==> config.mk <==
export PLATFORM = sky130hd
export DESIGN_NAME = bus_sequencer
export DESIGN_NICKNAME = d
export VERILOG_FILES = /design/src/rtl/bus_sequencer.sv
export SDC_FILE = /design/constraint.sdc
export NUM_CORES = 1
export LEC_CHECK = 0
export ABC_AREA = 1
export ABC_CLOCK_PERIOD_IN_PS = 1600
export BUFFER_PORTS_ARGS = -buffer_cell sky130_fd_sc_hd__buf_2
export CAP_MARGIN = 20
export CORE_AREA = 2 2 83 85
export DETAILED_ROUTE_END_ITERATION = 8
export DIE_AREA = 0 0 85 87
export PLACE_DENSITY_LB_ADDON = 0.05
export SYNTH_ARGS = -nofsm -noshare
export SYNTH_HDL_FRONTEND = slang
export SYNTH_SLANG_ARGS = --single-unit
==> constraint.sdc <==
create_clock -name clk_sys_i -period 1.6 [get_ports clk_sys_i]
set_input_delay 0.32 -clock clk_sys_i [delete_from_list [all_inputs] [get_ports clk_sys_i]]
set_output_delay 0.32 -clock clk_sys_i [all_outputs]
set_load 0.005 [all_outputs]
==> src/rtl/bus_sequencer.sv <==
// bus_sequencer: 16-phase bus interleaver, DMA window in phases 0..7, CPU window in 8..15.
// Define BUS_SEQ_MIRROR_EN to fold CPU accesses at $8xxx onto the configured VRAM size.
module bus_sequencer #(
  parameter int NUM_PORTS = 2,
  parameter int ADDR_W    = 17,
  parameter int DATA_W    = 8
) (
  input  logic                        clk_sys_i,
  input  logic                        reset_i,
  input  logic [NUM_PORTS-1:0]        req_valid_i,
  input  logic [NUM_PORTS-1:0]        req_rw_ni,
  input  logic [NUM_PORTS*ADDR_W-1:0] req_addr_i,
  input  logic [NUM_PORTS*DATA_W-1:0] req_data_i,
  output logic [NUM_PORTS-1:0]        req_done_o,
  output logic [DATA_W-1:0]           rd_data_o,
  output logic [NUM_PORTS-1:0]        grant_o,
  input  logic [ADDR_W-1:0]           bus_addr_i,
  input  logic [DATA_W-1:0]           bus_data_i,
  input  logic                        bus_rw_ni,
  output logic [ADDR_W-1:0]           bus_addr_o,
  output logic                        bus_addr_oe_o,
  output logic [DATA_W-1:0]           bus_data_o,
  output logic                        bus_data_oe_o,
  output logic                        bus_rw_no,
  output logic [1:0]                  ram_addr_o,
  input  logic                        cfg_80col_i,
  output logic                        ram_oe_no,
  output logic                        ram_we_no,
  output logic                        clk_cpu_o,
  output logic                        cpu_en_o
);

  typedef enum logic [2:0] {
    ARB, ADDR, STROBE, LATCH, RELEASE, CPU
  } st_e;

  logic [3:0]           phase;
  logic [3:0]           nph;
  st_e                  st;
  st_e                  nst;
  logic [1:0]           ptr;
  logic [1:0]           pick;
  logic                 pick_vld;
  logic                 act;
  logic                 rw_q;
  logic [ADDR_W-1:0]    addr_q;
  logic [DATA_W-1:0]    data_q;
  logic [NUM_PORTS-1:0] gnt;
  logic [NUM_PORTS-1:0] done;
  logic [DATA_W-1:0]    rd_q;
  logic                 aoe;
  logic                 doe;
  logic                 rwn;
  logic [1:0]           ra;
  logic                 oen;
  logic                 wen;
  logic                 ck;
  logic [3:0]           vld4;
  logic [3:0]           rw4;
  logic [ADDR_W-1:0]    addr_a [4];
  logic [DATA_W-1:0]    data_a [4];
  logic                 go;
  logic                 go_rw;
  logic [1:0]           go_ra;
  logic [1:0]           cpu_ra;
  logic                 unused_in;

  assign nph       = phase + 4'd1;
  assign unused_in = ^{bus_addr_i, cfg_80col_i};

  function automatic logic [1:0] rr_idx(input logic [1:0] base, input int k);
    int j;
    j = int'(base) + k;
    if (j >= NUM_PORTS) j = j - NUM_PORTS;
    return j[1:0];
  endfunction

  always_comb begin
    nst = CPU;
    unique case (1'b1)
      nph == 4'd0:                 nst = ARB;
      nph inside {4'd1, 4'd2}:     nst = ADDR;
      nph inside {[4'd3:4'd5]}:    nst = STROBE;
      nph == 4'd6:                 nst = LATCH;
      nph == 4'd7:                 nst = RELEASE;
      nph[3]:                      nst = CPU;
    endcase
  end

  always_comb begin
    vld4 = 4'(req_valid_i);
    rw4  = 4'(req_rw_ni);
    for (int p = 0; p < 4; p++) begin
      addr_a[p] = '0;
      data_a[p] = '0;
    end
    for (int p = 0; p < NUM_PORTS; p++) begin
      addr_a[p] = req_addr_i[p*ADDR_W +: ADDR_W];
      data_a[p] = req_data_i[p*DATA_W +: DATA_W];
    end
  end

  // Scan downwards so the port nearest ptr+1 is the last (winning) assignment.
  always_comb begin
    pick     = ptr;
    pick_vld = 1'b0;
    for (int k = NUM_PORTS; k >= 1; k--) begin
      if (vld4[rr_idx(ptr, k)]) begin
        pick     = rr_idx(ptr, k);
        pick_vld = 1'b1;
      end
    end
  end

  always_comb begin
`ifdef BUS_SEQ_MIRROR_EN
    if (bus_addr_i[15:12] == 4'h8)
      cpu_ra = cfg_80col_i ? {1'b0, bus_addr_i[10]} : 2'b00;
    else
      cpu_ra = bus_addr_i[11:10];
`else
    cpu_ra = bus_addr_i[11:10];
`endif
  end

  assign go    = (st == ARB) ? pick_vld : act;
  assign go_rw = (st == ARB) ? rw4[pick] : rw_q;
  assign go_ra = (st == ARB) ? addr_a[pick][11:10] : addr_q[11:10];

  always_ff @(posedge clk_sys_i or posedge reset_i) begin
    if (reset_i) begin
      phase  <= '0;
      st     <= ARB;
      ptr    <= 2'(NUM_PORTS - 1);
      act    <= 1'b0;
      rw_q   <= 1'b1;
      addr_q <= '0;
      data_q <= '0;
      gnt    <= '0;
      done   <= '0;
      rd_q   <= '0;
      aoe    <= 1'b0;
      doe    <= 1'b0;
      rwn    <= 1'b1;
      ra     <= '0;
      oen    <= 1'b1;
      wen    <= 1'b1;
      ck     <= 1'b0;
    end else begin
      phase <= nph;
      st    <= nst;
      ck    <= nph[3];
      done  <= '0;
      aoe   <= 1'b0;
      doe   <= 1'b0;
      rwn   <= 1'b1;
      oen   <= 1'b1;
      wen   <= 1'b1;
      ra    <= cpu_ra;
      if (st == ARB) begin
        act <= pick_vld;
        gnt <= pick_vld ? (NUM_PORTS'(1) << pick) : '0;
        if (pick_vld) begin
          ptr    <= pick;
          rw_q   <= rw4[pick];
          addr_q <= addr_a[pick];
          data_q <= data_a[pick];
        end
      end
      if (go && !nph[3] && nst != ARB) begin
        aoe <= 1'b1;
        rwn <= go_rw;
        ra  <= go_ra;
      end
      unique case (nst)
        ARB: begin
          act <= 1'b0;
          gnt <= '0;
        end
        ADDR: doe <= go && !go_rw && nph == 4'd2;
        STROBE: begin
          doe <= go && !go_rw;
          wen <= !(go && !go_rw);
          oen <= !(go && go_rw);
        end
        LATCH: begin
          doe <= go && !go_rw;
          oen <= !(go && go_rw);
          if (go) done <= gnt;
        end
        RELEASE: if (go && go_rw) rd_q <= bus_data_i;
        CPU: begin
          oen <= !(bus_rw_ni && nph != 4'd8);
          wen <= !(!bus_rw_ni && nph >= 4'd10 && nph <= 4'd14);
        end
        default: ;
      endcase
    end
  end

  assign req_done_o    = done;
  assign rd_data_o     = rd_q;
  assign grant_o       = gnt;
  assign bus_addr_o    = addr_q;
  assign bus_addr_oe_o = aoe;
  assign bus_data_o    = data_q;
  assign bus_data_oe_o = doe;
  assign bus_rw_no     = rwn;
  assign ram_addr_o    = ra;
  assign ram_oe_no     = oen;
  assign ram_we_no     = wen;
  assign clk_cpu_o     = ck;
  assign cpu_en_o      = ck;

endmodule

==> results of run 1 <==
==> per-layer routing <==
layer / global-route usage [%] / part of all wire, %
met1: 22.3 / 41
met2: 32.9 / 52
met4: 4.62 / 1.2
met3: 3.79 / 5.5
met5: 0 / 0
==> worst max-delay path by stage <==
| stage | endpoint | slack [ps] | startpoint |
|---|---|---|---|
| 5_1_grt | ram_addr_o[1] | -180 | phase[0] |
| 3_5_place_dp | rd_data_o[7] | -150 | phase[0] |
| 3_3_place_gp | rd_data_o[0] | -120 | phase[0] |
| 4_1_cts | ram_addr_o[1] | -7 | phase[0] |
| 6_report | ram_addr_o[1] | -50 | phase[0] |
| 2_1_floorplan | rd_data_o[0] | 8 | phase[0] |
==> logic make-up after synthesis <==
| family | Yosys count |
|---|---|
| DFF | 55 |
| adders and majority gates | 4 |
| buffers and inverters | 33 |
| AOI/OAI and AO/OA | 36 |
| and+or+nand+nor | 182 |
==> per-stage QoR <==
stage | setup TNS [ps] | instance area [sq um] | std cells | hold slack [ps] | util (%)
global route | -3240 | 4080 | 536 | 81.7 | 62.1
detailed placement | -1470 | 3510 | 516 | 424 | 53.4
finish | -411 | 4080 | 536 | 75.5 | 62.1
CTS | -20.9 | 3780 | 527 | 78.3 | 57.6
floorplan | 0 | 2650 | 310 | 392 | -
global placement | -1130 | 3510 | 516 | 424 | 53.4
==> registers in the layout, indices dropped and copies added, names as in the netlist, 3 cells and up <==
signal and flops:
rd_data_o 8, bus_addr_o 17, st 3, bus_data_o 8, phase 3
==> worst min-delay path, delay by kind of cell <==
| kind | cells | cell delay [ps] |
|---|---|---|
| buffers and inverters | 3 | 460 |
==> synthesized netlist by cell type <==
library cell,count,area (sq um)
clkbuf_1,2,7.51
nor3_4,1,16.3
nand2_2,7,43.8
nor4_1,1,6.26
o21ai_4,1,16.3
nand3_1,32,160
nor3_1,2,10.0
inv_2,5,18.8
nor2_1,38,143
a211oi_1,1,7.51
a31oi_1,24,150
dfstp_2,5,131
o21ai_0,4,20.0
nand4_1,5,31.3
nor2_2,1,6.26
nand2_1,85,319
dfrtp_1,50,1250
o21a_1,1,7.51
o211ai_2,1,12.5
inv_1,15,56.3
ha_1,4,50.1
buf_4,4,30.0
or2_2,2,12.5
a21oi_1,3,15.0
nor2_4,4,45.0
buf_2,7,35.0
a22oi_1,1,7.51
nand3_2,4,40.0
==> where the power goes <==
group          switching (W)  internal [W]
clock               0.000456      0.000624
combinational      0.0000610     0.0000658
sequential       0.000000645       0.00139
==> repair_timing <==
item | in CTS | in global routing
setup endpoints to repair | 16 | 42
gates cloned | 0 | 3
hold endpoints to repair | 0 | 0
setup buffers | 3 | 6
pin swaps | 16 | 24
resized for setup | 31 | 46
==> cell type report <==
class / instances / area [sq um] / area share (%)
Tap cell: 80 / 100 / 2.45
Clock buffer: 5 / 68.8 / 1.69
Sequential cell: 55 / 1390 / 34.0
Clock inverter: 3 / 67.6 / 1.66
Inverter: 20 / 86.3 / 2.12
Timing Repair Buffer: 151 / 986 / 24.2
Multi-Input combinational cell: 222 / 1390 / 34.0
==> flow_summary.toml, run 1 <==
[cts]
clock_sinks = 55
clock-root-buffer = "clkbuf_8"
ctsHtreeMaxLevel = 2
cts_hold_buf = 0
clockBufferDepth = 2
clock_latency_ps = 310
numCtsBuffers = 5
cts_tree = "yes"
path_clk_slew_ps = 100

[synth]
synth_area_sq_um = 2650
yosys.area_share.simple_pct = 31.4
synth_adder_area_share_pct = 1.89
synth_compound_area_share_pct = 8.92
synth_cell_type_count = 28
syn_avg_cell_area_sq_um = 8.55
syn-num-nets = 397
ys.warnings.count = 0
ys_ff_latch = 55
synth-xor-area-share_pct = 0
synthMuxAreaShare_pct = 0
ys_seq_area_share_pct = 52.2
synth_top_family_by_area = "simple AND/OR/NAND/NOR gates"
syn_inst = 310

[routing]
routedWlPerCell_um = 13.4
drc = 0
finalWirelength_um = 7190
avgViaCountPerCell = 4.91
drt-pass1-iter-count = 5
drtIter0Drc = 128
ant_nets = 0
vias = 2633

[critical_path]
required_ps = 1810
rrSetupSlack_ps = -50
r2r-start = "phase[0]"
startpoint_type = "flop"
r2r-end = "ram_addr_o[1]"
cp_top_family = "simple AND/OR/NAND/NOR gates"
path_cells = "ha_4 -> inv_4 -> nand2_4 -> nand2_8 -> nor2_1 -> nor2_2 -> nand2_2 -> nor2_4 -> nor2_4 -> nand2_1 -> nand2_1"
crit_path_end_kind = "flop"
critical_path.max_stage_delay_ps = 490
arrival_ps = 1860
worstPathMaxFanout = 5
crit_type = "reg2reg"
worst_path_max_delay_cell = "dfrtp_2"
cp.buffers_inverters = 1
cp.depth = 11
r2r_cells = 11

[floorplan]
die_w_um = 85
rows = 30
die_y_um = 87
io_pins = 129
start_util_pct = 40.3
die_area_sq_um = 7400
design.core.area_sq_um = 6570

[power]
power.density_nw_per_um2 = 637
p_leak_nw = 2.02
vdd_drop_max_mv = 0.457
finalPower_w = 0.00260

[sta]
slew_violations = 0
skew_ps = 3.22
fmax_ghz = 0.607
max_slew.worst_pin.slew_ps = 294
setup_ws_ps = -46.4
relSlewSlack_pct = 80.4
period_needed_ps = 1650
hold_viol = 0
setup_viol = 14
rsz0062_at_grt = "true"
finalCritPeriodShare_pct = 103

[worst_hold_path]
hold_path.class = "in2async"

[placement]
globalplace.congestion = 0.824
numPortBuffers = 112
dp_hpwl_um = 4650
dp_slack_ps = -154

[run_status]
run_status = "finished, violations left"
violations = "setup timing"

[finish]
mostFrequentLayoutCells = "buf_2, nand2_1, dfrtp_1, nor2_1, nand3_1"
final_common_cell = "buf_2"
syn2layout_area_growth_pct = 54.0
n_antenna_cell = 0
layout-drive-gt1-share_pct = 52.0
nets = 542
nFillCells = 594

[global_routing]
antenna_found_initial = 0
grt_max_degree = 56
grt_usage_pct = 18.2
grt_pass1_vias = 2339
grt.overflow.total = 0
grt_pass1_wl_um = 10800

[run]
maxCapViolCount = 0
Note: power is estimated with default switching activity, not from simulation.
==> run 2: changes to the inputs <==
MAX_ROUTING_LAYER = met4   (was default)
==> run 2 against run 1 <==
  * The run still ends with setup timing left
  * Setup slack worse by 12 ps
  * Sequential power hardly changed
  * Clock skew hardly changed
  * Sequential cell count stayed put
  * Via count is 0.68% lower
  * Count of clock-buffer cells in the layout stayed put
  * Design area is 1.2% lower
  * Highest routed layer unchanged
==> flow_summary.toml, run 2 (synthesis results as in run 1) <==
[run_status]
run_status = "finished, violations left"
violations = "setup timing"

[finish]
stdcell_count = 538
final_common_cell = "buf_2"
multi_input_area_sq_um = 1320
regArea_sq_um = 1390
fin_area_sq_um = 4030
nets = 544
nFillCells = 594
syn2layout_area_growth_pct = 52.1
largest_reg_flops = 17
mostFrequentLayoutCells = "buf_2, nand2_1, dfrtp_1, nor2_1, nand3_1"
layout-drive-gt1-share_pct = 49.8
n_antenna_cell = 0

[power]
power.share.switching_pct = 19.7
power.density_nw_per_um2 = 643
clkPwrFrac_pct = 41.5
vdd_drop_max_mv = 0.455
p_int_w = 0.00208
pwr-share-comb_pct = 4.8
p_leak_nw = 2.02
p_sw_w = 0.000511
seqPwrFrac_pct = 53.7

[critical_path]
required_ps = 1810
crit_type = "reg2reg"
arrival_ps = 1870
startpoint_type = "flop"
crit_path_end_kind = "flop"
rrSetupSlack_ps = -60
worstPathMaxFanout = 6

[global_routing]
antenna_found_initial = 0
grt_pass1_wl_um = 10800
grt_pass1_vias = 2339
grt_max_degree = 56
grt.overflow.total = 0
grt_usage_pct = 18.8

[cts]
ctsHtreeMaxLevel = 2
clockBufferDepth = 2
path_clk_slew_ps = 100
clock_sinks = 55
clock_latency_ps = 310
cts_hold_buf = 0
cts_tree = "yes"
clock-root-buffer = "clkbuf_8"
numCtsBuffers = 5

[sta]
setup_ws_ps = -58.5
hold_viol = 0
max_slew.worst_pin.slew_ps = 315
setup_viol = 11
skew_ps = 3.24
period_needed_ps = 1660
rsz0062_at_grt = "true"
slew_violations = 0
fmax_ghz = 0.603
tns_ps = -434
finalCritPeriodShare_pct = 104
relSlewSlack_pct = 78.8
whs_ps = 71.7

[floorplan]
design.core.area_sq_um = 6570
start_util_pct = 40.3
rows = 30
die_w_um = 85
die_area_sq_um = 7400
die_y_um = 87
io_pins = 129

[routing]
routedWlPerCell_um = 13.1
avgViaCountPerCell = 4.86
drtIter0Drc = 128
ant_nets = 0
vias = 2615
finalWirelength_um = 7040
drc = 0
drt-pass1-iter-count = 4

[placement]
numPortBuffers = 112
globalplace.congestion = 0.837
dp_hpwl_um = 4650
dp_cells = 516
placed_area_sq_um = 3510

[run]
maxCapViolCount = 0

[worst_hold_path]
hold_path.class = "in2async"
## run 2: worst max-delay path, cell delays in order, from the launching register on
cell and delay [ps]:
dfrtp_2 460, buf_4 150, buf_6 110, nand3_2 60, nand2_2 60, nand2_4 140
nand3_4 110, nand2_2 100, nor2_4 50, nor2_4 150, inv_2 50, nand2_1 60
nand2_1 40
## run 2: final cells by class
| cell class | count | area share (%) |
|---|---|---|
| flip-flops and latches | 55 | 34.4 |
| inverters | 20 | 2.02 |
| clock inverters | 3 | 1.68 |
| well taps | 80 | 2.48 |
| repair buffers | 153 | 24.9 |
| clock buffers | 5 | 1.71 |
| multi-input cells | 222 | 32.8 |
## run 2: worst paths after layout
check | start | endpoint | cells past startpoint
worst max-delay path | phase[1] | ram_addr_o[0] | 12
worst min-delay path | reset_i | bus_addr_o[9] | 3
worst max register to register | phase[1] | ram_addr_o[0] | 12
worst min register to register | rd_data_o[0] | rd_data_o[0] | 2
max in group asynchronous | reset_i | ptr[0] | 3
min in group clk_sys_i | bus_data_i[1] | rd_data_o[1] | 3
## run 2: timing repair
item / CTS / global route
setup buffers: 3 / 8
pin swaps: 16 / 12
gates cloned: 0 / 3
setup endpoints to repair: 16 / 42
resized for setup: 31 / 30
## run 2: metal layers
layer	share of wire (%)	track usage (%)
met4	0.92	4.62
met5	0	-
met1	41	22.3
met3	6.2	3.79
met2	52	32.8
## run 2: per-stage QoR
step / util, % / total power, W / setup slack [ps]
final: 61.4 / 0.00259 / -58.5
after global routing: 61.4 / 0.00270 / -163
after CTS: 57.6 / 0.00263 / -7.34
after detailed placement: 53.4 / 0.00154 / -154
after global placement: 53.4 / 0.00154 / -118
after floorplan: - / 0.00144 / 8.31
## run 2: power groups by stage
stage                     sequential, W  combinational (W)  clock (W)
after floorplan                 0.00142          0.0000243          0
after global placement          0.00142           0.000123          0
after detailed placement        0.00142           0.000124          0
after CTS                       0.00139           0.000124    0.00111
after global routing            0.00139           0.000137    0.00117
final                           0.00139           0.000124    0.00108
==> run 3: changes to the inputs <==
--- a/constraint.sdc
+++ b/constraint.sdc
@@ -3,2 +3,2 @@
 set_output_delay 0.32 -clock clk_sys_i [all_outputs]
-set_load 0.005 [all_outputs]
+set_load 0.1 [all_outputs]
==> run 3 against run 2 <==
  * The run still ends with setup timing left
  * Hold slack worse by 3.6 ps
  * Die area stayed put
  * Core utilization increased by 0.46 points
  * Count of clock-buffer cells in the layout unchanged
  * Sequential cell count stayed put
  * Final cell count rose by 1.1%
  * Non-clock buffer count is 6 higher
  * Wire length up 2.3%
  * Total power is 8.9% lower
==> flow_summary.toml, run 3 (synthesis results as in run 1) <==
[critical_path]
required_ps = 1810
path_cells = "ha_4 -> inv_4 -> nand2_4 -> nand2_4 -> nor2_1 -> nor2_2 -> nand2_1 -> nor2_4 -> nor2_4 -> buf_4"
critical_path.max_stage_delay_ps = 470
arrival_ps = 1830
crit_path_end_kind = "flop"
cp_top_family = "simple AND/OR/NAND/NOR gates"
startpoint_type = "flop"
cp.depth = 10
cp.buffers_inverters = 2
r2r_cells = 10
crit_type = "reg2reg"
worst_path_max_delay_cell = "dfrtp_2"
worstPathMaxFanout = 5

[finish]
fin_area_sq_um = 4060
syn2layout_area_growth_pct = 53.3
mostFrequentLayoutCells = "buf_2, nand2_1, dfrtp_1, buf_4, nor2_1"
stdcell_count = 544
largest_reg_flops = 17
n_antenna_cell = 0
layout-drive-gt1-share_pct = 52.2
post-route-util_pct = 61.8
final_common_cell = "buf_2"
nets = 550

[global_routing]
use_met1_pct = 21.8
antenna_found_initial = 0
grt_pass1_wl_um = 10900
grt_max_degree = 56
grt_usage_pct = 18.8
met3_usage_pct = 3.70
busiest_layer = "met2"
grt.overflow.total = 0
use_met2_pct = 32.7
grt_pass1_vias = 2448

[floorplan]
die_w_um = 85
die_y_um = 87
rows = 30
start_util_pct = 40.3
io_pins = 129
design.core.area_sq_um = 6570
die_area_sq_um = 7400

[power]
power.density_nw_per_um2 = 582
clkPwrFrac_pct = 34.9
p_sw_w = 0.000578
p_leak_nw = 2.02
vdd_drop_max_mv = 0.424
power.share.switching_pct = 24.5
p_int_w = 0.00178
pwr-share-comb_pct = 6.1
seqPwrFrac_pct = 59.0

[routing]
routedWlPerCell_um = 13.2
finalWirelength_um = 7200
drt-pass1-iter-count = 4
drtIter0Drc = 76
avgViaCountPerCell = 4.88
drc = 0
vias = 2654
ant_nets = 0

[cts]
clockBufferDepth = 2
ctsHtreeMaxLevel = 2
clock_latency_ps = 310
clock_sinks = 55
numCtsBuffers = 5
path_clk_slew_ps = 110
clock-root-buffer = "clkbuf_8"
cts_tree = "yes"

[sta]
setup_ws_ps = -13.7
setup_viol = 9
period_needed_ps = 1610
finalCritPeriodShare_pct = 101
slew_violations = 0
fmax_ghz = 0.620
hold_viol = 0
max_slew.worst_pin.slew_ps = 500
relSlewSlack_pct = 66.9
skew_ps = 8.08
rsz0062_at_grt = "true"
whs_ps = 68.1

[worst_hold_path]
hold_path.class = "in2async"

[run]
maxCapViolCount = 0

[placement]
dp_cells = 522
numPortBuffers = 112
dp_hpwl_um = 4780
placed_area_sq_um = 3550
globalplace.congestion = 0.805
dp_slack_ps = -130

[run_status]
run_status = "finished, violations left"
violations = "setup timing"
==> run 3: repair_timing <==
item / CTS / global route
hold buffers: 0 / 0
setup buffers: 2 / 9
pin swaps: 13 / 28
gates resized for setup: 18 / 49
gates cloned: 0 / 3
setup endpoints to repair: 14 / 44
hold endpoints to repair: 0 / 0
==> run 3: final timing paths <==
check / start / to / slack (ps)
worst max-delay path: phase[0] / bus_addr_oe_o / -10
worst min-delay path: reset_i / bus_addr_o[9] / 70
worst max register to register: phase[0] / bus_addr_oe_o / -10
worst min register to register: rd_data_o[3] / rd_data_o[3] / 480
max in group asynchronous: reset_i / ram_oe_no / 1230
min in group clk_sys_i: bus_data_i[1] / rd_data_o[1] / 190
==> run 3: through the flow <==
| step | TNS, ps | total power, W |
|---|---|---|
| 2_1_floorplan | 0 | 0.00146 |
| 3_3_place_gp | -919 | 0.00156 |
| 3_5_place_dp | -1150 | 0.00156 |
| 4_1_cts | -8.74 | 0.00240 |
| 5_1_grt | -2560 | 0.00246 |
| 6_report | -51.3 | 0.00236 |
==> run 3: cell type report <==
type | instances | area, sq um
fill | 589 | 2510
clock buffer | 5 | 68.8
sequential | 55 | 1390
clock inverter | 3 | 28.8
timing repair buffer | 159 | 1030
multi-input combinational | 222 | 1360
inverter | 20 | 81.3
tap | 80 | 100
==> run 3: worst min-delay path: stages <==
cell,delay [ps]
buf_2,110
clkinvlp_4,70
buf_12,270
==> run 3: per-layer routing <==
metal,up-vias,wire length (um)
li1,1331,-
met1,1246,2980
met2,72,3770
met3,5,379
met4,0,79
met5,-,0
==> run 3: power by group through the flow <==
stage               registers [W]  clock network, W  logic [W]
floorplan                 0.00144                 0  0.0000243
global placement          0.00142                 0   0.000142
detailed placement        0.00142                 0   0.000142
CTS                       0.00139          0.000862   0.000143
global route              0.00139          0.000912   0.000159
finish                    0.00139          0.000824   0.000145
